File: src/rtl/riscv_mem_pkg.sv
// ============================================================================
// Module      : riscv_mem_pkg
// Description : Shared encodings for the unified memory port arbiter.
// Revision    : 1.0 - initial release
// ============================================================================
`default_nettype none

package riscv_mem_pkg;

    typedef enum logic [1:0] {
        ST_IDLE = 2'd0,
        ST_REQ  = 2'd1,
        ST_WAIT = 2'd2
    } arb_state_t;

    localparam logic OWN_IF = 1'b0;
    localparam logic OWN_D  = 1'b1;

    localparam logic [2:0] FUNC3_LW = 3'b010;

    localparam int unsigned STARVE_LIMIT_DEF = 4;

endpackage

`default_nettype wire

File: src/rtl/mem_arb_pick.sv
// ============================================================================
// Module      : mem_arb_pick
// Description : Data-first priority pick with a fetch starvation guard.
// Revision    : 1.0 - initial release
// ============================================================================
`default_nettype none

module mem_arb_pick
    import riscv_mem_pkg::*;
#(
    parameter int unsigned STARVE_LIMIT = STARVE_LIMIT_DEF
) (
    input  logic clk,
    input  logic rst,
    input  logic arb_en,
    input  logic if_req,
    input  logic d_req,
    output logic if_gnt,
    output logic d_gnt,
    output logic pick_d
);

    localparam logic [3:0] c_limit = 4'(STARVE_LIMIT);

    logic [3:0] r_streak;
    logic       w_force_if;

    // Fetch only overrides data once it has watched c_limit data grants go by.
    assign w_force_if = if_req && (r_streak == c_limit);
    assign pick_d     = d_req && !w_force_if;
    assign d_gnt      = arb_en && pick_d;
    assign if_gnt     = arb_en && if_req && !pick_d;

    always_ff @(posedge clk) begin
        if (rst) begin
            r_streak <= 4'd0;
        end else if (if_gnt) begin
            r_streak <= 4'd0;
        end else if (d_gnt) begin
            if (!if_req) begin
                r_streak <= 4'd0;
            end else if (r_streak != c_limit) begin
                r_streak <= r_streak + 4'd1;
            end
        end
    end

endmodule

`default_nettype wire

File: src/rtl/mem_port_arbiter.sv
// ============================================================================
// Module      : mem_port_arbiter
// Description : Serialises fetch and load/store traffic onto one memory port.
// Revision    : 1.0 - initial release
// ============================================================================
`default_nettype none

module mem_port_arbiter
    import riscv_mem_pkg::*;
#(
    parameter int unsigned AW           = 32,
    parameter int unsigned DW           = 32,
    parameter int unsigned STARVE_LIMIT = STARVE_LIMIT_DEF
) (
    input  logic          clk,
    input  logic          rst,
    input  logic          if_req,
    input  logic [AW-1:0] if_addr,
    input  logic          if_flush,
    output logic          if_gnt,
    output logic          if_rvalid,
    output logic [DW-1:0] if_rdata,
    input  logic          d_req,
    input  logic          d_we,
    input  logic [AW-1:0] d_addr,
    input  logic [DW-1:0] d_wdata,
    input  logic [2:0]    d_func3,
    output logic          d_gnt,
    output logic          d_rvalid,
    output logic [DW-1:0] d_rdata,
    output logic          mem_req,
    output logic          mem_we,
    output logic [AW-1:0] mem_addr,
    output logic [DW-1:0] mem_wdata,
    output logic [2:0]    mem_func3,
    input  logic          mem_gnt,
    input  logic          mem_rvalid,
    input  logic [DW-1:0] mem_rdata,
    output logic          busy,
    output logic          owner
);

    arb_state_t    r_state;
    logic          r_owner;
    logic          r_drop;
    logic          r_mem_req;
    logic          r_mem_we;
    logic [AW-1:0] r_mem_addr;
    logic [DW-1:0] r_mem_wdata;
    logic [2:0]    r_mem_func3;

    logic w_arb_en;
    logic w_if_gnt;
    logic w_d_gnt;
    logic w_pick_d;
    logic w_resp;

    assign w_arb_en = (r_state == ST_IDLE);

    mem_arb_pick #(
        .STARVE_LIMIT (STARVE_LIMIT)
    ) u_pick (
        .clk    (clk),
        .rst    (rst),
        .arb_en (w_arb_en),
        .if_req (if_req),
        .d_req  (d_req),
        .if_gnt (w_if_gnt),
        .d_gnt  (w_d_gnt),
        .pick_d (w_pick_d)
    );

    always_ff @(posedge clk) begin
        if (rst) begin
            r_state     <= ST_IDLE;
            r_owner     <= OWN_IF;
            r_drop      <= 1'b0;
            r_mem_req   <= 1'b0;
            r_mem_we    <= 1'b0;
            r_mem_addr  <= '0;
            r_mem_wdata <= '0;
            r_mem_func3 <= 3'b000;
        end else begin
            case (r_state)
                ST_IDLE: begin
                    r_drop <= 1'b0;
                    if (w_d_gnt) begin
                        r_state     <= ST_REQ;
                        r_mem_req   <= 1'b1;
                        r_owner     <= OWN_D;
                        r_mem_we    <= d_we;
                        r_mem_addr  <= d_addr;
                        r_mem_wdata <= d_wdata;
                        r_mem_func3 <= d_func3;
                    end else if (w_if_gnt) begin
                        r_state     <= ST_REQ;
                        r_mem_req   <= 1'b1;
                        r_owner     <= OWN_IF;
                        r_mem_we    <= 1'b0;
                        r_mem_addr  <= if_addr;
                        r_mem_wdata <= '0;
                        r_mem_func3 <= FUNC3_LW;
                    end
                end
                ST_REQ: begin
                    if (r_owner == OWN_IF && if_flush) begin
                        r_drop <= 1'b1;
                    end
                    if (mem_gnt) begin
                        r_mem_req <= 1'b0;
                        if (mem_rvalid) begin
                            r_state <= ST_IDLE;
                            r_drop  <= 1'b0;
                        end else begin
                            r_state <= ST_WAIT;
                        end
                    end
                end
                ST_WAIT: begin
                    if (r_owner == OWN_IF && if_flush) begin
                        r_drop <= 1'b1;
                    end
                    if (mem_rvalid) begin
                        r_state <= ST_IDLE;
                        r_drop  <= 1'b0;
                    end
                end
                default: begin
                    r_state   <= ST_IDLE;
                    r_mem_req <= 1'b0;
                end
            endcase
        end
    end

    // Responses are only honoured for an accepted request; stray ones in IDLE vanish.
    assign w_resp = mem_rvalid &&
                    ((r_state == ST_WAIT) || (r_state == ST_REQ && mem_gnt));

    assign if_gnt    = w_if_gnt;
    assign d_gnt     = w_d_gnt;
    assign if_rvalid = w_resp && (r_owner == OWN_IF) && !r_drop && !if_flush;
    assign d_rvalid  = w_resp && (r_owner == OWN_D);
    assign if_rdata  = mem_rdata;
    assign d_rdata   = mem_rdata;

    assign mem_req   = r_mem_req;
    assign mem_we    = r_mem_we;
    assign mem_addr  = r_mem_addr;
    assign mem_wdata = r_mem_wdata;
    assign mem_func3 = r_mem_func3;
    assign busy      = (r_state != ST_IDLE);
    assign owner     = r_owner;

endmodule

`default_nettype wire

File: config.mk
export PLATFORM = sky130hd
export DESIGN_NAME = mem_port_arbiter
export DESIGN_NICKNAME = d
export VERILOG_FILES = /design/src/rtl/riscv_mem_pkg.sv /design/src/rtl/mem_arb_pick.sv /design/src/rtl/mem_port_arbiter.sv
export SDC_FILE = /design/constraint.sdc
export NUM_CORES = 1
export LEC_CHECK = 0
export BUFFER_PORTS_ARGS = -buffer_cell sky130_fd_sc_hd__buf_2
export CORE_AREA = 2 2 109 111
export DETAILED_ROUTE_END_ITERATION = 10
export DIE_AREA = 0 0 111 113
export PLACE_DENSITY = 0.67
export SYNTH_ARGS = -nofsm -noshare
export SYNTH_HDL_FRONTEND = slang
export SYNTH_HIERARCHICAL = 1
export SYNTH_SLANG_ARGS = --single-unit
File: constraint.sdc
create_clock -name clk -period 4.5 [get_ports clk]
set_input_delay 0.9 -clock clk [delete_from_list [all_inputs] [get_ports clk]]
set_output_delay 0.9 -clock clk [all_outputs]
set_load 0.03 [all_outputs]
Word-level counts from Yosys, hierarchy flattened. Index checks and enable logic that the tools add are counted.

Add/subtract/negate cells: 1. Equality and inequality tests: 8. Mux-type cells: 25. Bitwise logic cells: 2. Reduce and logical (&&, ||, !) cells: 26.

Operators by type and width (number): 2-to-1 mux 32 bit (4); logical AND 1 bit (12); 2-to-1 mux 2 bit (5); 2-to-1 mux 1 bit (9); 2-to-1 mux 4 bit (2); 2-to-1 mux 3 bit (2); case mux 1 bit (3 select lines) (2); case mux 2 bit (3 select lines) (1); AND reduction 3 bit (2); adder 4 x 1 -> 4 bit (second input constant) (1); == test 4 x 3 -> 1 bit (second input constant) (1); zero test 1 bit (4); inequality test 2 bit (second input constant) (2); inequality test 4 x 3 -> 1 bit (second input constant) (1); AND reduction 2 bit (2); nonzero test 2 bit (2); inequality test 3 bit (second input constant) (1); nonzero test 3 bit (1); == test 2 x 1 -> 1 bit (second input constant) (1); == test 2 bit (second input constant) (1); zero test 2 bit (1); inequality test 2 x 1 -> 1 bit (second input constant) (1); NOT 1 bit (2); OR reduction 2 bit (1); logical OR 1 bit (1).

Flip-flop bits (word level): 77. Input bits: 139. Output and inout port bits: 139. Word-level logic and storage cells: 71.

Logic depth before layout (Yosys ltp). Gate-level depths: netlist of the first run.

Word-level depth: 9. Gate-level depth with buffers: 11. Depth with buffers taken out: 8.

By module. Netlist of the first run, hierarchy kept.

Modules (own cells, without submodules): mem_port_arbiter (instances 1, cells an instance 407, area an instance 3697.3 um^2, sequential area each 1461.4 um^2); mem_arb_pick (instances 1, cells an instance 31, area an instance 282.8 um^2, sequential area each 80.1 um^2).

Worst setup path before layout of the first run. Ideal clock, no wire load.

Path type: input to output. Start: input port mem_gnt. End: output port if_rvalid. Arrival: 1.949 ns. Data required time: 3.600 ns. Path slack: 1.651 ns. Stages: 3. Buffers on the path: 0. Path through: a21o_1 -> nand2_1 -> nor4_1.

Word-level cells in the longest chain between the ends: 6.

Ends and longest elaborated chain: start, declared (RTL line mem_port_arbiter.sv:36) `input logic mem_gnt,`; logical AND 1 bit (RTL line mem_port_arbiter.sv:138) `((r_state == ST_WAIT) || (r_state == ST_REQ && mem_gnt));`; logical OR 1 bit (RTL line mem_port_arbiter.sv:138); logical AND 1 bit (RTL line mem_port_arbiter.sv:137) `assign w_resp = mem_rvalid &&`; logical AND 1 bit (3 in a row) (RTL line mem_port_arbiter.sv:142) `assign if_rvalid = w_resp && (r_owner == OWN_IF) && !r_drop && !if_flush;`; end, declared (RTL line mem_port_arbiter.sv:21) `output logic if_rvalid,`.

Every way passes these cells.

Worst setup path in the final report of the first run.
Start: input port if_req. End: output port d_gnt.

Word-level cells in the longest chain between the ends: 4.

Ends and longest elaborated chain: start, declared (RTL line mem_port_arbiter.sv:17) `input logic if_req,`; logical AND 1 bit (RTL line mem_arb_pick.sv:29) `assign w_force_if = if_req && (r_streak == c_limit);`; zero test 1 bit (RTL line mem_arb_pick.sv:30) `assign pick_d = d_req && !w_force_if;`; logical AND 1 bit (RTL line mem_arb_pick.sv:30); via w_pick_d (RTL line mem_port_arbiter.sv:55) `logic w_pick_d;`; logical AND 1 bit (RTL line mem_arb_pick.sv:31) `assign d_gnt = arb_en && pick_d;`; end, declared (RTL line mem_port_arbiter.sv:28) `output logic d_gnt,`.

The timed path passes the listed nets, and every way through them passes these cells.

==> results of run 1 <==
sequential cells by signal, summed over array words and instances, names as in the netlist:
name and cells:
r_drop 1, mem_we 1, owner 1, mem_func3 3, mem_req 1, u_pick/r_streak 4, mem_addr 32, mem_wdata 32
r_state 2
worst max-delay path: stages:
cell,delay (ps)
buf_2,120
nand2_1,90
o31a_1,120
and2_4,460
buf_2,300
cell usage in the layout (no fill, tap or decap), drive strengths merged:
master	count
and2	1
a211oi	34
clkinv	3
nor2b	3
nor4	1
a22o	1
o41ai	1
nand3	39
o31ai	1
or4	1
nand3b	3
dfxtp	77
o221ai	1
nand2	42
o31a	1
o21ai	3
clkbuf	9
nor3	2
o21a	1
o211a	1
or3	1
clkinvlp	2
mux2i	33
inv	9
ha	6
buf	184
a21oi	40
o2bb2a	1
a21o	1
nor2	37
mux2	1
and3	1
layer usage:
layer	GRT usage	vias to the layer above	share of wire
met5	0	-	0
met1	0.183	1523	0.39
met4	0.0775	0	0.020
met3	0.0477	24	0.089
li1	-	1637	-
met2	0.278	181	0.50
stage by stage:
stage,utilization,cells,instance area (sq um)
final,0.416,684,4690
after global routing,0.416,684,4690
after CTS,0.416,684,4690
after detailed placement,0.393,670,4440
after global placement,0.393,670,4440
after floorplan,-,438,3980
cells in the mapped netlist, drive strengths merged (2+ instances only):
cell,n
dfxtp,77
nor3,2
nor2,37
buf,85
nand3,39
a21oi,40
mux2i,33
a211oi,34
nor2b,3
nand2,42
clkbuf,10
o21ai,3
nand3b,3
ha,6
inv,9
report_power, final:
| part | internal [uW] | switching, uW |
|---|---|---|
| Clock | 364 | 270 |
| Combinational | 458 | 999 |
| Sequential | 871 | 104 |
worst paths after layout:
check / endpoint / depth (start not counted)
hold reg to reg: mem_wdata[5]$_SDFFE_PP0P_ / 2
setup reg to reg: mem_addr[3]$_SDFFE_PP0P_ / 9
setup / recovery: d_gnt / 5
hold / removal: mem_wdata[5]$_SDFFE_PP0P_ / 2
area by class of cell:
type / count / share of cell area
inverters: 9 / 0.00720
well taps: 143 / 0.0381
clock inverters: 5 / 0.00640
clock buffers: 9 / 0.0480
repair buffers: 184 / 0.198
flip-flops and latches: 77 / 0.329
multi-input cells: 257 / 0.373
cell families after synthesis:
family / Yosys count / share of synthesized area
AOI/OAI and AO/OA: 86 / 0.181
adders and majority gates: 6 / 0.0189
buffers and inverters: 104 / 0.174
DFF: 77 / 0.387
muxes: 34 / 0.0858
and+or+nand+nor: 131 / 0.153
==> results_dict.tcl, run 1 <==
set metrics [dict create \
    drt-total-wl_mm 10.4 \
    dieHeight_microns 113 \
    r2r_setup_slack_ps 1860 \
    synth_enable_flop_cells 0 \
    nNetsFinal 683 \
    fin_ws_ps 1600 \
    numPortBuffers 181 \
    io_pins 278 \
    async_reset_ff_frac 0 \
    htreeDepth 3 \
    grt_usage 0.161 \
    dr.pass1.iters 4 \
    hold_viol 0 \
    areaGrowthSynthToFinish_pct 17.9 \
    yosysTopAreaCell "dfxtp_1" \
    worst_setup_path_end_kind "output port" \
    relSlewSlack 0.349 \
    synthTopCellsByArea "dfxtp_1 (39%), buf_4 (13%), a211oi_2 (10%), mux2i_1 (8.3%), a21oi_1 (5.0%)" \
    holdCritStartpoint "mem_wdata[5]$_SDFFE_PP0P_" \
    dpl_worst_slack_ps 1470 \
    vias_per_cell 4.92 \
    rows 39 \
    drtAntennaViolNets 0 \
    status "completed" \
    syn-num-nets 583 \
    drtIter0Drc 159 \
    setup_tns_ps 0 \
    yosys_warnings 6 \
    path_max_fanout 44 \
    start_util 0.353 \
    ys_types 38 \
    multi_input_area_sq_um 1750 \
    grt_pass1_wl_mm 16.1 \
    overflow 0 \
    seq_area_frac_synth 0.387 \
    die-area_sq_um 12500 \
    critPathLaunch "if_req" \
    min_period_ps 2900 \
    cts_buffers 9 \
    clock_latency_ps 330 \
    worstPathRequired_ps 3600 \
    dp_hpwl_mm 7.60 \
    ctsResizeCount 0 \
    p_leak_uw 0.00218 \
    fillers 1114 \
    min_path_type "flip-flop to flip-flop" \
    p_total_uw 3070 \
    synth_cells 438 \
    peakVddDrop_v 0.000320 \
    coreArea_sq_um 11300 \
    fp.dieW_microns 111 \
    drt_drc_violations_left 0 \
    cellPowerDensity_nw_per_um2 654 \
    post_cts_buffers 0 \
    avgSynthCellArea_sq_um 9.09 \
    cts_root_buf "clkbuf_16" \
    grt_max_degree 77 \
    worst_pin_slew_ps 977 \
    clk_path_buf_depth 2 \
    seqCellArea_sq_um 1540 \
    postSynthRegisterBits 77 \
    crit_type "input port to output port" \
    drive_gt1_frac 0.442 \
    cap_violations 0 \
    postCtsHoldBufs 0 \
    place_congestion 0.807 \
    syn_area_sq_um 3980 \
    skew_ps 11.7 \
    synthFlopType "dfxtp_1" \
    hold_ws_ps 453 \
    grt_pass1_vias 3286 \
    maxSlewViolCount 0 \
    crit-reg2reg-launch "u_pick/r_streak[0]$_SDFFE_PP0P_" \
    synth_top_cell_area_share 0.387 \
    crit_arrival_ps 2000 \
    cts.clk_slew.worst_paths_ps 60 \
    critPathLaunchType "input port" \
    cts_tree "yes" \
    grt_antenna_before_repair 0 \
    via_count 3365 \
    antenna_cells 0 \
    finalSetupViolations 0 \
    rsz0062_at_grt "no" \
    period_share 0.644 \
    avgRoutedWirePerCell_microns 15.2 \
    cts.sinks 77 \
    fmax_mhz 345 \
]
No activity file was read; power rests on OpenSTA's default activity.
==> inputs of run 2 (changes only) <==
--- a/config.mk
+++ b/config.mk
@@ -6,10 +6,10 @@
 export NUM_CORES = 1
 export LEC_CHECK = 0
 export BUFFER_PORTS_ARGS = -buffer_cell sky130_fd_sc_hd__buf_2
-export CORE_AREA = 2 2 109 111
+export CORE_AREA = 2 2 107 109
 export DETAILED_ROUTE_END_ITERATION = 10
-export DIE_AREA = 0 0 111 113
-export PLACE_DENSITY = 0.67
+export DIE_AREA = 0 0 109 111
+export PLACE_DENSITY = 0.69
 export SYNTH_ARGS = -nofsm -noshare
 export SYNTH_HDL_FRONTEND = slang
 export SYNTH_HIERARCHICAL = 1
==> constraint.sdc (replaced) <==
create_clock -name clk -period 3 [get_ports clk]
set_input_delay 0.6 -clock clk [delete_from_list [all_inputs] [get_ports clk]]
set_output_delay 0.6 -clock clk [all_outputs]
set_load 0.03 [all_outputs]
==> run 2 against run 1 <==
  * Die area is 3.5% lower
  * Design area is 1.9% higher
  * Highest routed layer unchanged
  * Register-to-register slack worse by 1400 ps
  * Wire length is 0.36% lower
  * Sequential power increased by 50%
  * Utilization is 1.6 points higher
  * Worst hold slack worse by 5.0 ps
  * First-iteration DRC count rose by 19%
  * Clock skew down 2.2 ps
==> results_dict.tcl, run 2 (synthesis results as in run 1) <==
set metrics [dict create \
    postCtsHoldBufs 0 \
    period_share 0.831 \
    r2r_setup_slack_ps 510 \
    antenna_cells 0 \
    die-area_sq_um 12100 \
    drtAntennaViolNets 0 \
    ctsResizeCount 0 \
    drive_gt1_frac 0.444 \
    path_max_fanout 65 \
    areaGrowthSynthToFinish_pct 20.2 \
    finalSetupViolations 0 \
    fmax_mhz 401 \
    dp_hpwl_mm 7.57 \
    rows 39 \
    drt-total-wl_mm 10.3 \
    start_util 0.359 \
    vias_per_cell 4.87 \
    grt_pass1_vias 3372 \
    crit_type "flip-flop to flip-flop" \
    via_count 3361 \
    htreeDepth 3 \
    dpl_cell_area_sq_um 4470 \
    grt_antenna_before_repair 1 \
    fin_ws_ps 507 \
    grt_pass1_wl_mm 16.6 \
    dp.cells 674 \
    cts_buffers 9 \
    cts.sinks 77 \
    hold_viol 0 \
    min_period_ps 2490 \
    skew_ps 9.53 \
    worst_pin_slew_ps 796 \
    worst_setup_path_end_kind "flip-flop" \
    grt_max_degree 66 \
    fin_cells 690 \
    worstPathRequired_ps 3250 \
    nNetsFinal 687 \
    clock_latency_ps 330 \
    clk_path_buf_depth 2 \
    grt_usage 0.174 \
    cts_tree "yes" \
    fp.dieW_microns 109 \
    status "completed" \
    fin_area_sq_um 4780 \
    layout_common_cells "buf_2 (180), dfxtp_1 (77), nand2_1 (42)" \
    rsz0062_at_grt "no" \
    drtIter0Drc 189 \
    cellPowerDensity_nw_per_um2 1010 \
    numPortBuffers 181 \
    avgRoutedWirePerCell_microns 15.0 \
    final_common_cell "buf_2" \
    hold_ws_ps 448 \
    post_cts_buffers 0 \
    cap_violations 0 \
    p_leak_uw 0.00222 \
    dr.pass1.iters 6 \
    min_path_type "flip-flop to flip-flop" \
    cts.clk_slew.worst_paths_ps 60 \
    setup_tns_ps 0 \
    io_pins 278 \
    dpl_worst_slack_ps 438 \
    overflow 0 \
    place_congestion 0.751 \
    drt_drc_violations_left 0 \
    maxSlewViolCount 0 \
    dieHeight_microns 111 \
    peakVddDrop_v 0.000463 \
    coreArea_sq_um 11100 \
    crit_arrival_ps 2740 \
    critPathLaunchType "flip-flop" \
    relSlewSlack 0.469 \
    cts_root_buf "clkbuf_16" \
]
## run 2: changes by cell type in the layout (fill, tap and decap cells not counted), sizes merged
cell,previous run,this run
clkbuf,9,11
clkinv,3,0
buf,184,188
bufinv,0,2
inv,9,10
## run 2: through the flow
| step | utilization | power, uW |
|---|---|---|
| 2_1_floorplan | - | 3350 |
| 3_3_place_gp | 0.403 | 3650 |
| 3_5_place_dp | 0.403 | 3700 |
| 4_1_cts | 0.432 | 4890 |
| 5_1_grt | 0.432 | 5130 |
| 6_report | 0.432 | 4820 |
## run 2: final timing paths
check / start / endpoint / depth (start not counted)
worst max register to register: u_pick/r_streak[0]$_SDFFE_PP0P_ / mem_addr[15]$_SDFFE_PP0P_ / 9
worst min-delay path: mem_func3[0]$_SDFFE_PP0P_ / mem_func3[0]$_SDFFE_PP0P_ / 2
worst max-delay path: u_pick/r_streak[0]$_SDFFE_PP0P_ / mem_addr[15]$_SDFFE_PP0P_ / 9
worst min register to register: mem_func3[0]$_SDFFE_PP0P_ / mem_func3[0]$_SDFFE_PP0P_ / 2
## run 2: final cells by class
| cell class | instances | area (sq um) |
|---|---|---|
| clock buffers | 11 | 233 |
| clock inverters | 5 | 83.8 |
| fillers | 1072 | 6290 |
| inverters | 9 | 33.8 |
| multi-input cells | 257 | 1750 |
| flip-flops and latches | 77 | 1540 |
| well taps | 143 | 179 |
| repair buffers | 188 | 961 |
## run 2: critical path, stage by stage, from the launching register on
cell,delay (ps)
dfxtp_1,380
inv_1,60
ha_1,240
inv_1,70
o31a_1,130
and2_4,340
o21a_2,190
buf_4,610
nor2_1,130
a211oi_2,230
## run 2: routing by layer
metal  track usage  up-vias  part of all wire
met5             0        -                 0
met4        0.0769        0             0.027
met3        0.0576       30             0.092
met2         0.290      145              0.49
met1         0.200     1540              0.39
li1              -     1646                 -
## run 2: report_power, final
group          internal [uW]  switching [uW]  total (uW)  leakage (uW)
registers               1310             153        1460      0.000634
logic                    705            1500        2210       0.00144
clock network            732             425        1160      0.000146
total                   2740            2080        4820       0.00222
